## src/rtl/sfx_pkg.sv

```systemverilog
// Shared types and constants for the sound-effect scheduler: FSM states,
// effect ids and the default note table of square-wave half-periods.
package sfx_pkg;

  localparam int SFX_N_REQ = 4;
  localparam int SFX_NOTES = 4;
  localparam int HP_W      = 17;

  typedef enum logic [1:0] {
    IDLE,
    PLAY,
    GAP
  } sfx_state_e;

  localparam int JUMP    = 0;
  localparam int SQUASH  = 1;
  localparam int GOAL    = 2;
  localparam int TIMEOUT = 3;

  typedef logic [HP_W-1:0] half_period_t;

  // Row = effect id, column = note slot; a zero half-period ends the effect early.
  typedef half_period_t [0:SFX_N_REQ-1][0:SFX_NOTES-1] hp_table_t;

  localparam hp_table_t NOTE_HP = '{
    '{17'd14261, 17'd11304, 17'd9514,  17'd0},
    '{17'd25000, 17'd30000, 17'd0,     17'd0},
    '{17'd9514,  17'd7551,  17'd6356,  17'd4757},
    '{17'd28522, 17'd28522, 17'd28522, 17'd0}
  };

  function automatic int max_int(input int a, input int b);
    return (a > b) ? a : b;
  endfunction

endpackage

```

## src/rtl/sfx_tone_gen.sv

```systemverilog
// Half-period divider: toggles the tone every halfPeriod cycles, giving a
// square wave of exactly 2*halfPeriod cycles. restart re-aligns it to a high phase.
module sfx_tone_gen
  import sfx_pkg::*;
(
  input  logic         clk,
  input  logic         reset,
  input  logic         restart,
  input  half_period_t halfPeriod,
  output logic         tone
);

  half_period_t phase_q, phase_d;
  logic         tone_q, tone_d;

  // NOTE: non-blocking assignments here so every register samples pre-edge values.
  always_ff @(posedge clk) begin
    if (reset) begin
      phase_q <= '0;
      tone_q  <= 1'b0;
    end else begin
      phase_q <= phase_d;
      tone_q  <= tone_d;
    end
  end

  // NOTE: every output of this block is defaulted first, so no path can infer a latch.
  always_comb begin
    phase_d = phase_q + 1'b1;
    tone_d  = tone_q;
    if (restart) begin
      phase_d = '0;
      tone_d  = 1'b1;
    end else if (phase_q == halfPeriod - 1'b1) begin
      phase_d = '0;
      tone_d  = ~tone_q;
    end
  end

  assign tone = tone_q;

endmodule

```

## src/rtl/sfx_scheduler.sv

```systemverilog
// Edge-detects effect requests, arbitrates by fixed priority with preemption,
// and sequences the winning effect's notes and gaps onto one tone output.
module sfx_scheduler
  import sfx_pkg::*;
#(
  parameter int        N_REQ       = SFX_N_REQ,
  parameter int        NOTE_CYCLES = 3_125_000,
  parameter int        GAP_CYCLES  = 250_000,
  parameter int        NOTES       = SFX_NOTES,
  parameter hp_table_t HP_TABLE    = NOTE_HP
) (
  input  logic                     clk,
  input  logic                     reset,
  input  logic [N_REQ-1:0]         sfxReq,
  input  logic                     mute,
  output logic                     toneOut,
  output logic                     busy,
  output logic [$clog2(N_REQ)-1:0] activeId
);

  localparam int ID_W   = $clog2(N_REQ);
  localparam int NOTE_W = (NOTES > 1) ? $clog2(NOTES) : 1;
  localparam int DUR_W  = $clog2(max_int(max_int(NOTE_CYCLES, GAP_CYCLES), 2));

  sfx_state_e        state_q, state_d;
  logic [N_REQ-1:0]  pending_q, pending_d;
  logic [N_REQ-1:0]  prev_req_q;
  logic [ID_W-1:0]   active_q, active_d;
  logic [NOTE_W-1:0] note_q, note_d;
  logic [DUR_W-1:0]  dur_q, dur_d;

  logic [N_REQ-1:0]  rise;
  logic [N_REQ-1:0]  take_mask;
  logic              win_valid;
  logic [ID_W-1:0]   win_id;
  logic              start;
  logic              restart;
  half_period_t      cur_hp;
  half_period_t      next_hp;
  logic              tone;

  always_ff @(posedge clk) begin
    if (reset) begin
      state_q    <= IDLE;
      pending_q  <= '0;
      prev_req_q <= '0;
      active_q   <= '0;
      note_q     <= '0;
      dur_q      <= '0;
    end else begin
      state_q    <= state_d;
      pending_q  <= pending_d;
      prev_req_q <= sfxReq;
      active_q   <= active_d;
      note_q     <= note_d;
      dur_q      <= dur_d;
    end
  end

  assign rise = sfxReq & ~prev_req_q;

  // Ascending scan: the last set bit seen, i.e. the highest index, wins.
  always_comb begin
    win_valid = |pending_q;
    win_id    = '0;
    for (int i = 0; i < N_REQ; i++) begin
      if (pending_q[i]) win_id = ID_W'(i);
    end
  end

  assign cur_hp = HP_TABLE[active_q][note_q];

  always_comb begin
    state_d  = state_q;
    active_d = active_q;
    note_d   = note_q;
    dur_d    = dur_q + 1'b1;
    start    = 1'b0;
    restart  = 1'b0;
    next_hp  = '0;
    if (note_q != NOTE_W'(NOTES - 1)) next_hp = HP_TABLE[active_q][note_q + 1'b1];

    case (state_q)
      IDLE: begin
        dur_d = '0;
        if (win_valid) start = 1'b1;
      end
      PLAY: begin
        if (win_valid && (win_id > active_q)) begin
          start = 1'b1;
        end else if (dur_q == DUR_W'(NOTE_CYCLES - 1)) begin
          dur_d   = '0;
          state_d = (next_hp != '0) ? GAP : IDLE;
        end
      end
      GAP: begin
        if (win_valid && (win_id > active_q)) begin
          start = 1'b1;
        end else if (dur_q == DUR_W'(GAP_CYCLES - 1)) begin
          dur_d   = '0;
          state_d = PLAY;
          note_d  = note_q + 1'b1;
          restart = 1'b1;
        end
      end
      default: state_d = IDLE;
    endcase

    // A fresh start (from idle or by preemption) always begins at note 0.
    if (start) begin
      state_d  = PLAY;
      active_d = win_id;
      note_d   = '0;
      dur_d    = '0;
      restart  = 1'b1;
    end

    take_mask = start ? (N_REQ'(1) << win_id) : '0;
    pending_d = (pending_q | rise) & ~take_mask;
  end

  sfx_tone_gen u_tone_gen (
    .clk        (clk),
    .reset      (reset),
    .restart    (restart),
    .halfPeriod (cur_hp),
    .tone       (tone)
  );

  assign busy     = (state_q != IDLE);
  assign activeId = active_q;
  assign toneOut  = tone & (state_q == PLAY) & ~mute & busy;

endmodule
```

## config.mk

```make
export PLATFORM = sky130hd
export DESIGN_NAME = sfx_scheduler
export DESIGN_NICKNAME = d
export VERILOG_FILES = /design/src/rtl/sfx_pkg.sv /design/src/rtl/sfx_tone_gen.sv /design/src/rtl/sfx_scheduler.sv
export SDC_FILE = /design/constraint.sdc
export NUM_CORES = 1
export LEC_CHECK = 0
export CAP_MARGIN = 30
export CORE_MARGIN = 2
export CORE_UTILIZATION = 55
export CTS_BUF_LIST = sky130_fd_sc_hd__clkbuf_8
export CTS_CLUSTER_DIAMETER = 50
export DETAILED_ROUTE_END_ITERATION = 10
export GPL_TIMING_DRIVEN = 1
export HOLD_SLACK_MARGIN = 0.03
export PLACE_DENSITY = 0.82
export SYNTH_ARGS = -nofsm -noshare
export SYNTH_HDL_FRONTEND = slang
export SYNTH_SLANG_ARGS = --single-unit
```

## constraint.sdc

```tcl
create_clock -name clk -period 3.24 [get_ports clk]
set_clock_uncertainty 0.1 [all_clocks]
set_input_delay 0.648 -clock clk [delete_from_list [all_inputs] [get_ports clk]]
set_output_delay 0.648 -clock clk [all_outputs]
set_load 0.03 [all_outputs]
```

# After elaboration in Yosys (flattened, before gate mapping)
# Cells that the tools add are included.
dict set report word_totals {
  reg_bits 54
  in_bits 7
  output_inout_bits 4
}
dict set report classes {
  add_sub_neg 4
  magnitude_cmp 4
  n_eq_ne 15
  shift 1
  mux 35
  n_bitwise 15
  reduce_logical 12
}
# op n
set ops {}
lappend ops {{binary-select mux 68 bit (select 2 bit)} 1}
lappend ops {{two-way mux 68 bit} 2}
lappend ops {{two-way mux 22 bit} 4}
lappend ops {{two-way mux 17 bit} 5}
lappend ops {{binary-select mux 17 bit (select 2 bit)} 2}
lappend ops {{one-hot mux 22 bit (3 select lines)} 1}
lappend ops {{adder 22 x 1 -> 22 bit, second input constant} 1}
lappend ops {{equality test 22 x 18 -> 1 bit, second input constant} 1}
lappend ops {{equality test 22 bit, second input constant} 1}
lappend ops {{adder 17 x 1 -> 17 bit, second input constant} 1}
lappend ops {{equality test 17 bit} 1}
lappend ops {{nonzero test 17 bit} 1}
lappend ops {{subtractor 17 x 1 -> 17 bit, second input constant} 1}
lappend ops {{two-way mux 2 bit} 7}
lappend ops {{inequality test 2 bit, second input constant} 6}
lappend ops {{inequality test 3 bit, second input constant} 4}
lappend ops {{two-way mux 1 bit} 10}
lappend ops {{AND reduction 5 bit} 2}
lappend ops {{>= comparator 3 bit, second input constant} 3}
lappend ops {{inverter 2 -> 3 bit} 3}
lappend ops {{AND 4 bit} 2}
lappend ops {{inverter 4 bit} 2}
lappend ops {{one-hot mux 2 bit (3 select lines)} 1}
lappend ops {{two-way mux 4 bit} 1}
lappend ops {{16 further kinds} 23}

# Longest topological paths before layout
dict set report logic_depth {
  word_depth 14
  depth_mapped 16
  depth_no_buf 13
}

# Cells and area by module
# A second synthesis with hierarchy kept.
dict set report unflattened {
  cells_unflattened 421
  hier_area_um2 3562.2
}
# mod instances cells_each area_each_um2
set modules_own_cells {}
lappend modules_own_cells {sfx_scheduler 1 252 2145.8}
lappend modules_own_cells {sfx_tone_gen 1 169 1416.4}

# Least setup slack after synthesis
# No wires, ideal clock.
dict set report synth_path {
  kind {reg-to-reg}
  startpoint {reg active_q[0], in the netlist activeId[0]}
  endpoint {reg u_tone_gen.phase_q[0]}
  setup_time_ns 0.121
  arrival_ns 3.577
  required_time_ns 3.019
  path_slack_ns -0.558
  path_stages_with_launch 17
  n_path_buf 3
  period_less_slack_ns 3.798
  cell_sequence {dfxtp_1 > inv_1 > ha_1 > clkbuf_1 > mux2_2 > a22oi_1 > ha_1 > nand3b_1 > xnor2_1 > mux4_2 > xnor2_1 > nand4_1 > nor4_2 > or3b_1 > buf_4 > buf_6 > nor2_1}
}
dict set report synth_via {
  elab_chain_cells 10
}
# item line
set synth_rtl {}
lappend synth_rtl {{from (decl)} sfx_scheduler.sv:28} ;# logic [ID_W-1:0] active_q, active_d;
lappend synth_rtl {{from (signal assigned)} sfx_scheduler.sv:54} ;# active_q <= active_d;
lappend synth_rtl {{inverter 2 -> 3 bit (not written as such)} sfx_scheduler.sv:71} ;# assign cur_hp = HP_TABLE[active_q][note_q];
lappend synth_rtl {{binary-select mux 68 bit (select 2 bit)} sfx_scheduler.sv:71}
lappend synth_rtl {{two-way mux 68 bit (not written as such) (2 in a row)} sfx_scheduler.sv:71}
lappend synth_rtl {{binary-select mux 17 bit (select 2 bit)} sfx_scheduler.sv:71}
lappend synth_rtl {{two-way mux 17 bit (not written as such) (2 in a row)} sfx_scheduler.sv:71}
lappend synth_rtl {{subtractor 17 x 1 -> 17 bit} sfx_tone_gen.sv:34} ;# end else if (phase_q == halfPeriod - 1'b1) begin
lappend synth_rtl {{equality test 17 bit} sfx_tone_gen.sv:34}
lappend synth_rtl {{OR reduction 3 bit (no source line) *} --}
lappend synth_rtl {{to (signal assigned)} sfx_tone_gen.sv:22} ;# phase_q <= phase_d;
lappend synth_rtl {{to (decl)} sfx_tone_gen.sv:13} ;# half_period_t phase_q, phase_d;
# Every way passes the cells marked *; elsewhere a longest branch is shown, timed or not. The select of a mux whose other input is x is not followed.
# A chain may end at the register's enable or synchronous reset.

# Worst setup path in the final report
dict set report layout_path {
  startpoint {reg active_q[0], in the netlist activeId[0]}
  endpoint {reg u_tone_gen.phase_q[8]}
}
# The elaborated chain is that of the path after synthesis.

==> reports/qor.yml <==
synth_area_mm2: 0.00338
path_common_cell: "xnor2_1"
drv_slew: 0
antenna_found_initial: 0
grt_pass1_vias: 2645
synth_edf_count: 0
cts_max_path_buffers: 2
vias: 3023
drive_gt1_share_pct: 12.2
fmax_mhz: 311
worstSkewPairLatency_ns: 0.32
p_leak_nw: 1.39
cp_top_family: "multiplexers"
wl_per_cell_um: 14.8
post-route-period-util_pct: 99.2
crit_path_end_kind: "register"
ys_warn_count: 0
holdWs_ns: 0.353
wl_um: 7610
fp.dieH_um: 82.4
peakVddDrop_mv: 0.436
num_io_pins: 11
cts_sinks: 54
grt_first_pass_wirelength_um: 12000
cts_made_buffers: 5
grt_max_degree: 23
critPathKind: "register to register"
track_usage_pct: 22.5
rsz0062_at_grt: "true"
setup_ws_ns: 0.0254
synth_seq_cells: 54
routed_via_density: 5.86
area_growth_pct: 14.0
nNetsFinal: 463
drcViolationCount: 0
power_density_mw_per_mm2: 582
rows: 28
worstPathCellList: "inv_8, ha_4, mux2_4, a22oi_2, ha_2, nand3b_1, xnor2_1, mux4_2, xnor2_1, nand4_1, nor4_4, or3b_4, buf_6, a21oi_1"
place_area_mm2: 0.00365
cts_tree: "built"
worstPathArrival_ns: 3.36
ys_seq_area_share_pct: 32.0
syn-instance-count: 418
synth_nets: 441
start_util_pct: 57.0
critPathMaxStageDelay_ns: 0.49
fill_cells: 493
crit_fanout: 5
place_inst: 503
clk_pin_slew_worst_paths_ns: 0.11
cts-htree-levels: 2
synth_top_area_share_pct: 32.0
hold_path_class: "register to register"
syn_avg_cell_area_um2: 8.08
clockRootBuffer: "clkbuf_8"
cts_hold_buffers: 0
relSlewSlack_pct: 63.2
fin_area_mm2: 0.00385
crit_buf_inv: 2
drtIter0Drc: 154
place_ws_ns: 0.0678
portBuffers: 10
die_x_um: 82.4
cp-start-kind: "register"
synthArstFlopShare_pct: 0
fin_cells: 516
grt_overflow_total: 0
place_hpwl_um: 5500
n_antenna_cell: 0
synth_ff_type: "dfxtp_1"
setup_viol: 0
die-area_mm2: 0.00678
hold_violations: 0
required_ns: 3.39
status: "complete, no violations"
dr.pass1.iters: 5
yosysTopAreaCell: "dfxtp_1"
place_congestion: 0.965
yosys-top-cells-area: "dfxtp_1, nor2_1, xor2_1"
ant_nets: 0
worst_pin_slew_ns: 0.550
period_needed_ns: 3.21
cap_violations: 0
cp_slowest_cell: "mux4_2"
core-area_mm2: 0.00592
yosysUniqueCellTypes: 59
-- per-layer routing --
| layer | up-vias | GRT usage, % | wire length [um] |
|---|---|---|---|
| met5 | - | 0 | 0 |
| met4 | 0 | 6.50 | 111 |
| met3 | 12 | 2.93 | 373 |
| met2 | 81 | 37.6 | 3600 |
| met1 | 1427 | 30.4 | 3530 |
| li1 | 1503 | - | - |
-- worst register-to-register path: stages, from the launching register on --
cell	delay [ns]
dfxtp_4	0.39
inv_8	0.04
ha_4	0.15
mux2_4	0.28
a22oi_2	0.19
ha_2	0.24
nand3b_1	0.10
xnor2_1	0.14
mux4_2	0.49
xnor2_1	0.14
nand4_1	0.14
nor4_4	0.06
or3b_4	0.45
buf_6	0.15
a21oi_1	0.10
-- where the power goes --
group          internal, mW  switching [mW]
logic                 0.476           0.617
clock network         0.153           0.227
registers             0.710          0.0571
-- flip-flops by register name, indices dropped and copies added, names as in the netlist --
| register | flops |
|---|---|
| note_q | 2 |
| activeId | 2 |
| dur_q | 22 |
| state_q | 2 |
| u_tone_gen.phase_q | 17 |
| pending_q | 4 |
| u_tone_gen.tone | 1 |
| prev_req_q | 4 |
-- cells by family (layout without fill, tap and decap cells) --
group                    Yosys count  count (layout)  share of synthesized area, %
AO/OA/AOI/OAI                     68              68                          13.5
XOR/XNOR                          47              47                          12.2
adder cells (fa/ha/maj)           16              16                          5.93
buffers and inverters             33              56                          4.33
flip-flops                        54              54                          32.0
multiplexers                       7               7                          2.48
AND/OR/NAND/NOR                  193             193                          29.5
-- repair_timing --
action	in CTS	in global routing
gates resized for setup	0	21
setup buffers	0	3
endpoints found under the hold margin	0	0
setup endpoints to repair	0	18
-- through the flow --
step | power (mW) | utilization (%) | setup TNS (ns)
6_report | 2.24 | 65.0 | 0
5_1_grt | 2.38 | 65.0 | -1.44
4_1_cts | 2.16 | 63.2 | 0
3_5_place_dp | 1.79 | 61.7 | 0
3_3_place_gp | 1.76 | 61.7 | 0
2_1_floorplan | 1.54 | - | -0.151
-- cells in the mapped netlist, types with 6 or more instances --
library cell / instances
o21ai_0: 17
nor3_1: 12
clkbuf_1: 6
nand4_1: 7
nand2b_1: 11
nand2_1: 22
nor2b_1: 12
and3_1: 11
ha_1: 16
xnor2_1: 20
buf_2: 6
inv_1: 16
a21oi_1: 13
nor2_1: 65
dfxtp_1: 54
xor2_1: 27
nand3_1: 20
-- area by class of cell --
class,instances,area (um2),share of cell area [%]
well taps,75,93.8,2.44
repair buffers,30,259,6.73
clock buffers,5,68.8,1.79
inverters,18,75.1,1.95
clock inverters,3,20.0,0.520
multi-input cells,331,2240,58.3
flip-flops and latches,54,1090,28.3
-- layout by cell type (no fill, tap or decap), types with 12 or more instances in the layout --
cell type	netlist	layout
nor2_1	65	57
dfxtp_1	54	52
xor2_1	27	27
nand2_1	22	22
nand3_1	20	20
xnor2_1	20	19
o21ai_0	17	17
buf_4	2	16
inv_1	16	15
a21oi_1	13	13
nor2b_1	12	12
nor3_1	12	12
ha_1	16	12
-- final timing paths --
path               startpoint                    end  slack (ns)  cells past startpoint
setup / recovery  activeId[0]  u_tone_gen.phase_q[8]        0.03                     14
hold / removal       dur_q[0]               dur_q[0]        0.35                      1
setup reg to reg  activeId[0]  u_tone_gen.phase_q[8]        0.03                     14
hold reg to reg      dur_q[0]               dur_q[0]        0.35                      1
Note: power is estimated with default switching activity, not from simulation.
